`src/rtl/egress_grant_arb.sv`:
```
// Egress-side grant arbiter: round-robin grant to one requesting ingress per attempt,
// regrant on decline/timeout, pointer advances only on an accepted grant.
module egress_grant_arb #(
  parameter int N_PORTS        = 4,
  parameter int ACCEPT_TIMEOUT = 3
) (
  input  logic                       clk,
  input  logic                       reset,
  input  logic                       sched_start,
  input  logic [N_PORTS-1:0]         ingress_req,
  input  logic                       egress_busy,
  input  logic                       accept,
  input  logic                       decline,
  output logic                       grant_valid,
  output logic [$clog2(N_PORTS)-1:0] grant_idx,
  output logic [N_PORTS-1:0]         grant_vec,
  output logic                       matched,
  output logic [$clog2(N_PORTS)-1:0] matched_idx,
  output logic [$clog2(N_PORTS)-1:0] grant_ptr,
  output logic                       iter_done
);

  localparam int IDX_W = $clog2(N_PORTS);
  localparam int CNT_W = $clog2(ACCEPT_TIMEOUT + 1);
  localparam logic [CNT_W-1:0] CNT_LAST = CNT_W'(ACCEPT_TIMEOUT - 1);

  typedef enum logic [1:0] {IDLE, ARB, GRANT, DONE} state_t;

  state_t             state_reg;
  logic [N_PORTS-1:0] decline_mask_reg;
  logic [CNT_W-1:0]   timeout_cnt_reg;

  logic [N_PORTS-1:0] cand;
  logic [IDX_W-1:0]   rot_idx [N_PORTS];
  logic [IDX_W-1:0]   pick_idx;
  logic               pick_found;

  assign cand = ingress_req & ~decline_mask_reg;

  // rot_idx[k] is the ingress with k-th highest priority this round
  genvar gi;
  generate
    for (gi = 0; gi < N_PORTS; gi++) begin : g_rot
      assign rot_idx[gi] = grant_ptr + IDX_W'(gi);
    end
  endgenerate

  // Scan lowest priority first so the highest-priority requester overwrites
  always_comb begin
    pick_idx   = '0;
    pick_found = 1'b0;
    for (int k = N_PORTS - 1; k >= 0; k--) begin
      if (cand[rot_idx[k]]) begin
        pick_idx   = rot_idx[k];
        pick_found = 1'b1;
      end
    end
  end

  always_ff @(posedge clk) begin
    if (reset) begin
      state_reg        <= IDLE;
      decline_mask_reg <= '0;
      timeout_cnt_reg  <= '0;
      grant_valid      <= 1'b0;
      grant_idx        <= '0;
      grant_vec        <= '0;
      matched          <= 1'b0;
      matched_idx      <= '0;
      grant_ptr        <= '0;
      iter_done        <= 1'b0;
    end else begin
      iter_done <= 1'b0;
      case (state_reg)
        IDLE: begin
          if (sched_start) begin
            matched          <= 1'b0;
            matched_idx      <= '0;
            decline_mask_reg <= '0;
            state_reg        <= ARB;
          end
        end
        ARB: begin
          if (egress_busy || !pick_found) begin
            iter_done <= 1'b1;
            state_reg <= DONE;
          end else begin
            grant_idx       <= pick_idx;
            grant_vec       <= N_PORTS'(1) << pick_idx;
            grant_valid     <= 1'b1;
            timeout_cnt_reg <= '0;
            state_reg       <= GRANT;
          end
        end
        GRANT: begin
          if (accept) begin
            matched     <= 1'b1;
            matched_idx <= grant_idx;
            grant_ptr   <= grant_idx + IDX_W'(1);
            grant_valid <= 1'b0;
            grant_vec   <= '0;
            iter_done   <= 1'b1;
            state_reg   <= DONE;
          end else if (decline || timeout_cnt_reg == CNT_LAST) begin
            // a silent grant is treated exactly like a decline
            decline_mask_reg[grant_idx] <= 1'b1;
            grant_valid                 <= 1'b0;
            grant_vec                   <= '0;
            state_reg                   <= ARB;
          end else begin
            timeout_cnt_reg <= timeout_cnt_reg + CNT_W'(1);
          end
        end
        DONE: begin
          state_reg <= IDLE;
        end
        default: state_reg <= IDLE;
      endcase
    end
  end

endmodule
```
`config.mk`:
```
export PLATFORM = sky130hd
export DESIGN_NAME = egress_grant_arb
export DESIGN_NICKNAME = d
export VERILOG_FILES = /design/src/rtl/egress_grant_arb.sv
export SDC_FILE = /design/constraint.sdc
export NUM_CORES = 1
export LEC_CHECK = 0
export ABC_AREA = 1
export BUFFER_PORTS_ARGS = -buffer_cell sky130_fd_sc_hd__buf_2
export CORE_ASPECT_RATIO = 1.5
export CORE_MARGIN = 3
export CORE_UTILIZATION = 45
export CTS_CLUSTER_SIZE = 10
export DETAILED_ROUTE_END_ITERATION = 12
export PLACE_DENSITY = 0.67
export RECOVER_POWER = 50
export SYNTH_ARGS = -nofsm -noshare
export SYNTH_HDL_FRONTEND = slang
export SYNTH_SLANG_ARGS = --single-unit
```
`constraint.sdc`:
```
create_clock -name clk -period 3.75 [get_ports clk]
set_input_delay 0.5625 -clock clk [delete_from_list [all_inputs] [get_ports clk]]
set_output_delay 0.5625 -clock clk [all_outputs]
set_load 0.01 [all_outputs]
```
* Yosys cells after proc, flatten, opt, wreduce, memory -nomap -nowiden
Index checks and enable logic that the tools add are counted.
** Storage, ports and cells
- Output and inout bits :: 13
- Logic and storage cells :: 99
- Flip-flop bits (word level) :: 21
- Input port bits :: 10
** Cells by class
- Bitwise gates (word level) :: 4
- $add $sub $neg :: 5
- Equality and inequality tests :: 11
- Shifts and indexed selects :: 1
- Mux-type cells :: 48
- Order comparisons :: 6
- Reductions and logical operators :: 14
** Operators with widths (count)
- 2-bit two-way mux :: 12
- 4-bit two-way mux :: 6
- 1-bit two-way mux :: 17
- 4-bit case mux with 2 select lines :: 2
- 2-bit by 3-bit less-than comparator with 1-bit output, second input constant :: 5
- 2-bit != test, second input constant :: 6
- 1-bit binary-select mux with 2-bit select :: 4
- 2-bit case mux with 2 select lines :: 2
- 2-bit case mux with 4 select lines :: 1
- 4-bit AND reduction :: 2
- 2-bit by 1-bit adder with 2-bit output, second input constant :: 3
- 2-bit == test, second input constant :: 3
- 1-bit case mux with 2 select lines :: 3
- 2-bit AND reduction :: 3
- 3-bit AND reduction :: 2
- 2-bit adder, second input constant :: 2
- 4-bit bitwise AND :: 1
- 4-bit NOT :: 1
- 4-bit OR :: 1
- 2-bit nonzero test :: 2
- 1-bit by 2-bit << shifter with 4-bit output, first input constant :: 1
- 3-bit != test, second input constant :: 1
- 1-bit demux with 2-bit select :: 1
- 2-bit by 1-bit == test with 1-bit output, second input constant :: 1
- 6 further kinds :: 7

* Depth between registers and ports, before layout
- Depth after elaboration :: 12
- Mapped depth :: 14
- Mapped depth without buffers :: 14

* Worst setup path before layout
Ideal clock, no wire load.
- Path type :: reg-to-reg
- From :: reg grant_ptr[0]
- To :: reg timeout_cnt_reg[0]
- Path slack :: 2257 ps
- Arrival time :: 1378 ps
- Library setup time :: 115 ps
- Buffers on the path :: 0
- Stages on the path, launching flop included :: 14
- Period minus slack after synthesis :: 1493 ps
- Path through :: dfxtp_1 > inv_2 > nand2_2 > nand2_4 > inv_2 > nand2_2 > nand2_2 > inv_2 > nand3_4 > nand3_2 > o21ai_2 > nand3_1 > nand2_1 > nor2_1
** On the way
- Longest elaborated chain between the ends :: 11
** Ends and longest elaborated chain
- start: declaration :: RTL line 19 : output logic [$clog2(N_PORTS)-1:0] grant_ptr,
- start signal: assignment :: RTL line 99 : grant_ptr <= grant_idx + IDX_W'(1);
- 2-bit adder :: RTL line 44 : assign rot_idx[gi] = grant_ptr + IDX_W'(gi);
- 1-bit binary-select mux with 2-bit select :: RTL line 53 : if (cand[rot_idx[k]]) begin
- 1-bit two-way mux (not written as such) :: RTL line 53
- 1-bit two-way mux (3 in a row) :: RTL line 53
- 1-bit two-way mux * :: RTL line 53
- 1-bit zero test * :: RTL line 84 : if (egress_busy || !pick_found) begin
- 1-bit logical OR * :: RTL line 84
- 2-bit != test (no line) *
- 4-bit AND reduction (no line) *
- end signal: assignment :: RTL line 111 : timeout_cnt_reg <= timeout_cnt_reg + CNT_W'(1);
- end: declaration :: RTL line 31 : logic [CNT_W-1:0] timeout_cnt_reg;
Every way passes the cells marked *; elsewhere a longest branch is shown, timed or not. The select of a mux whose other input is x is not followed.
A chain may end at the register's enable or synchronous reset.

* Final worst setup path
- From :: reg grant_ptr[0]
- To :: reg grant_vec[1]
** On the way
- Longest elaborated chain between the ends :: 11
** Ends and longest elaborated chain
- 2-bit adder :: RTL line 44
- 1-bit binary-select mux with 2-bit select :: RTL line 53
- 1-bit two-way mux (not written as such) :: RTL line 53
- 1-bit two-way mux (4 in a row) :: RTL line 53
- 1-bit zero test :: RTL line 84
- 1-bit logical OR :: RTL line 84
- 2-bit != test (no line)
- 3-bit AND reduction (no line)
- end signal: assignment :: RTL line 89 : grant_vec <= N_PORTS'(1) << pick_idx;
- end: declaration :: RTL line 16 : output logic [N_PORTS-1:0] grant_vec,
Several ways; a longest one is shown, not always the timed one. The select of a mux whose other input is x is not followed.

==> results.yml <==
detailed_routing:
  via_count: 1225
  routedWlPerCell_um: 11.0
  ant_nets: 0
  drt_pass1_iterations: 4
  wl_um: 2680
  vias_per_cell: 5.04
  drt_iter0_drc: 46
  drc: 0
logic_synthesis:
  synth.area.top_cells: "dfxtp_1 (34%), nand2_1 (14%), a21oi_1 (9.2%)"
  syn_nets: 200
  synth-seq-area-share_pct: 33.7
  synth_top_area_share_pct: 33.7
  avgSynthCellArea_um2: 6.85
  yosysTopAreaCell: "dfxtp_1"
  ys_types: 23
  ys_warn_count: 0
  synth.ff_latch_count: 21
  synth_cells: 182
  synth_area_um2: 1250
min_path:
  min_from: "grant_valid"
  min_path_type: "flip-flop to flip-flop"
run:
  maxCapViolCount: 0
cts:
  clk-insertion-delay-late_ns: 0.30
  clockBufferDepth: 2
  ctsResizeCount: 0
  post_cts_buffers: 0
  cts_buffers: 3
  path_clk_slew_ns: 0.11
  cts_sinks: 21
  cts_tree: "yes"
  root_buffer: "clkbuf_4"
  hold_buffers: 0
  cts_htree_levels: 1
setup_path:
  path_max_fanout: 8
  cp.arrival_ns: 2.04
  cp.required_ns: 4.00
  path_class: "flip-flop to flip-flop"
  startpoint_type: "flip-flop"
  cp-startpoint: "grant_ptr[0]"
  reg2reg_from: "grant_ptr[0]"
  crit_path_end_kind: "flip-flop"
pwr:
  ir_worst_vdd_mv: 0.317
  p_leak_nw: 0.632
  power_density_nw_per_um2: 562
timing:
  rsz0062_at_grt: "no"
  setup-violations-final: 0
  slew_headroom_pct: 71.8
  drv_slew: 0
  tns_ns: 0
  fin_skew_ns: 0.00468
  finalHoldViolCount: 0
  min_period_ns: 1.79
  fmax_mhz: 557
  worst_slew_pin_slew_ns: 0.419
  fin_crit_sh_pct: 47.8
place:
  dp.cells: 239
  portBuffers: 22
  gp_congestion: 0.803
  dp_hpwl_um: 2150
  placed_area_um2: 1400
global_route:
  grt_max_degree: 12
  grt_pass1_wl_um: 4650
  grt_usage_pct: 16.7
  grt_pass1_vias: 1139
  overflow: 0
  antenna_found_initial: 0
finish:
  n_fill_cell: 270
  layout.nets: 226
  final_layout_size_suffix_gt1_share_pct: 14.5
  final_common_cell: "nand2_1"
  final_cells: 243
  diodes: 0
  areaGrowthSynthToFinish_pct: 13.0
  final_cell_mix: "nand2_1 (45), inv_1 (23), a21oi_1 (23)"
  final_area_um2: 1410
floorplan:
  pin_count: 23
  row_count: 22
  dieWidth_um: 49.0
  start_util_pct: 49.2
  die_h_um: 70.5
  die_area_um2: 3450
  fp.coreArea_um2: 2530
status:
  outcome: "finished clean"
==> worst paths after layout <==
path	cells past startpoint	slack, ns	end
worst max-delay path	9	1.96	grant_vec[1]
worst min-delay path	2	0.47	grant_valid
worst max register to register	9	1.96	grant_vec[1]
worst min register to register	2	0.47	grant_valid
==> Yosys cell counts, drive strengths merged <==
cell type	count
nand2	52
inv	25
a21oi	24
dfxtp	21
nand3	17
nor2	17
o21ai	11
ha	8
a31oi	1
and3	1
clkbuf	1
nand3b	1
nand4	1
o22ai	1
or2	1
==> power breakdown <==
group | total [mW] | internal, mW | switching [mW]
Clock | 0.109 | 0.0415 | 0.0673
Sequential | 0.288 | 0.261 | 0.0276
Combinational | 0.395 | 0.133 | 0.262
Total | 0.792 | 0.435 | 0.357
==> critical path: stages, from the launching register on <==
cell and delay [ns]:
dfxtp_1 0.46, inv_1 0.20, nand3_1 0.13, nand2_1 0.11, nand3b_1 0.21, o21ai_0 0.28, nand3_1 0.12, nor2_1 0.11
nor2_1 0.05, nor2_1 0.07
==> cell type report <==
cell class                      count  area (um2)  share of cell area [%]
Tap cell                           36        45.0                    3.20
Clock buffer                        4        26.3                    1.87
Multi-Input combinational cell    135         728                    51.7
Inverter                           25        93.8                    6.67
Timing Repair Buffer               22        93.8                    6.67
Sequential cell                    21         420                    29.9
==> cells by family after synthesis <==
family / share of synthesized area, %
compound gates: 16.0
buf+inv: 7.83
fa+ha+maj: 8.03
simple gates: 34.4
flops: 33.7
==> metal layers <==
metal	global-route usage (%)	routed length, um	up-vias	share of wire (%)
li1	-	-	639	-
met1	18.2	1110	554	42
met2	31.8	1440	27	54
met3	1.28	83	5	3.1
met4	7.59	45	0	1.7
met5	0	0	-	0
==> through the flow <==
step | hold WS [ns] | util [%] | setup WS, ns | total power, mW
floorplan | 0.438 | - | 2.26 | 0.601
global placement | 0.444 | 55.2 | 2.03 | 0.678
detailed placement | 0.453 | 55.2 | 2.00 | 0.692
CTS | 0.470 | 56.2 | 2.05 | 0.802
global route | 0.486 | 55.6 | 1.78 | 0.872
finish | 0.472 | 55.6 | 1.96 | 0.792
(Power assumes the default switching activity.)
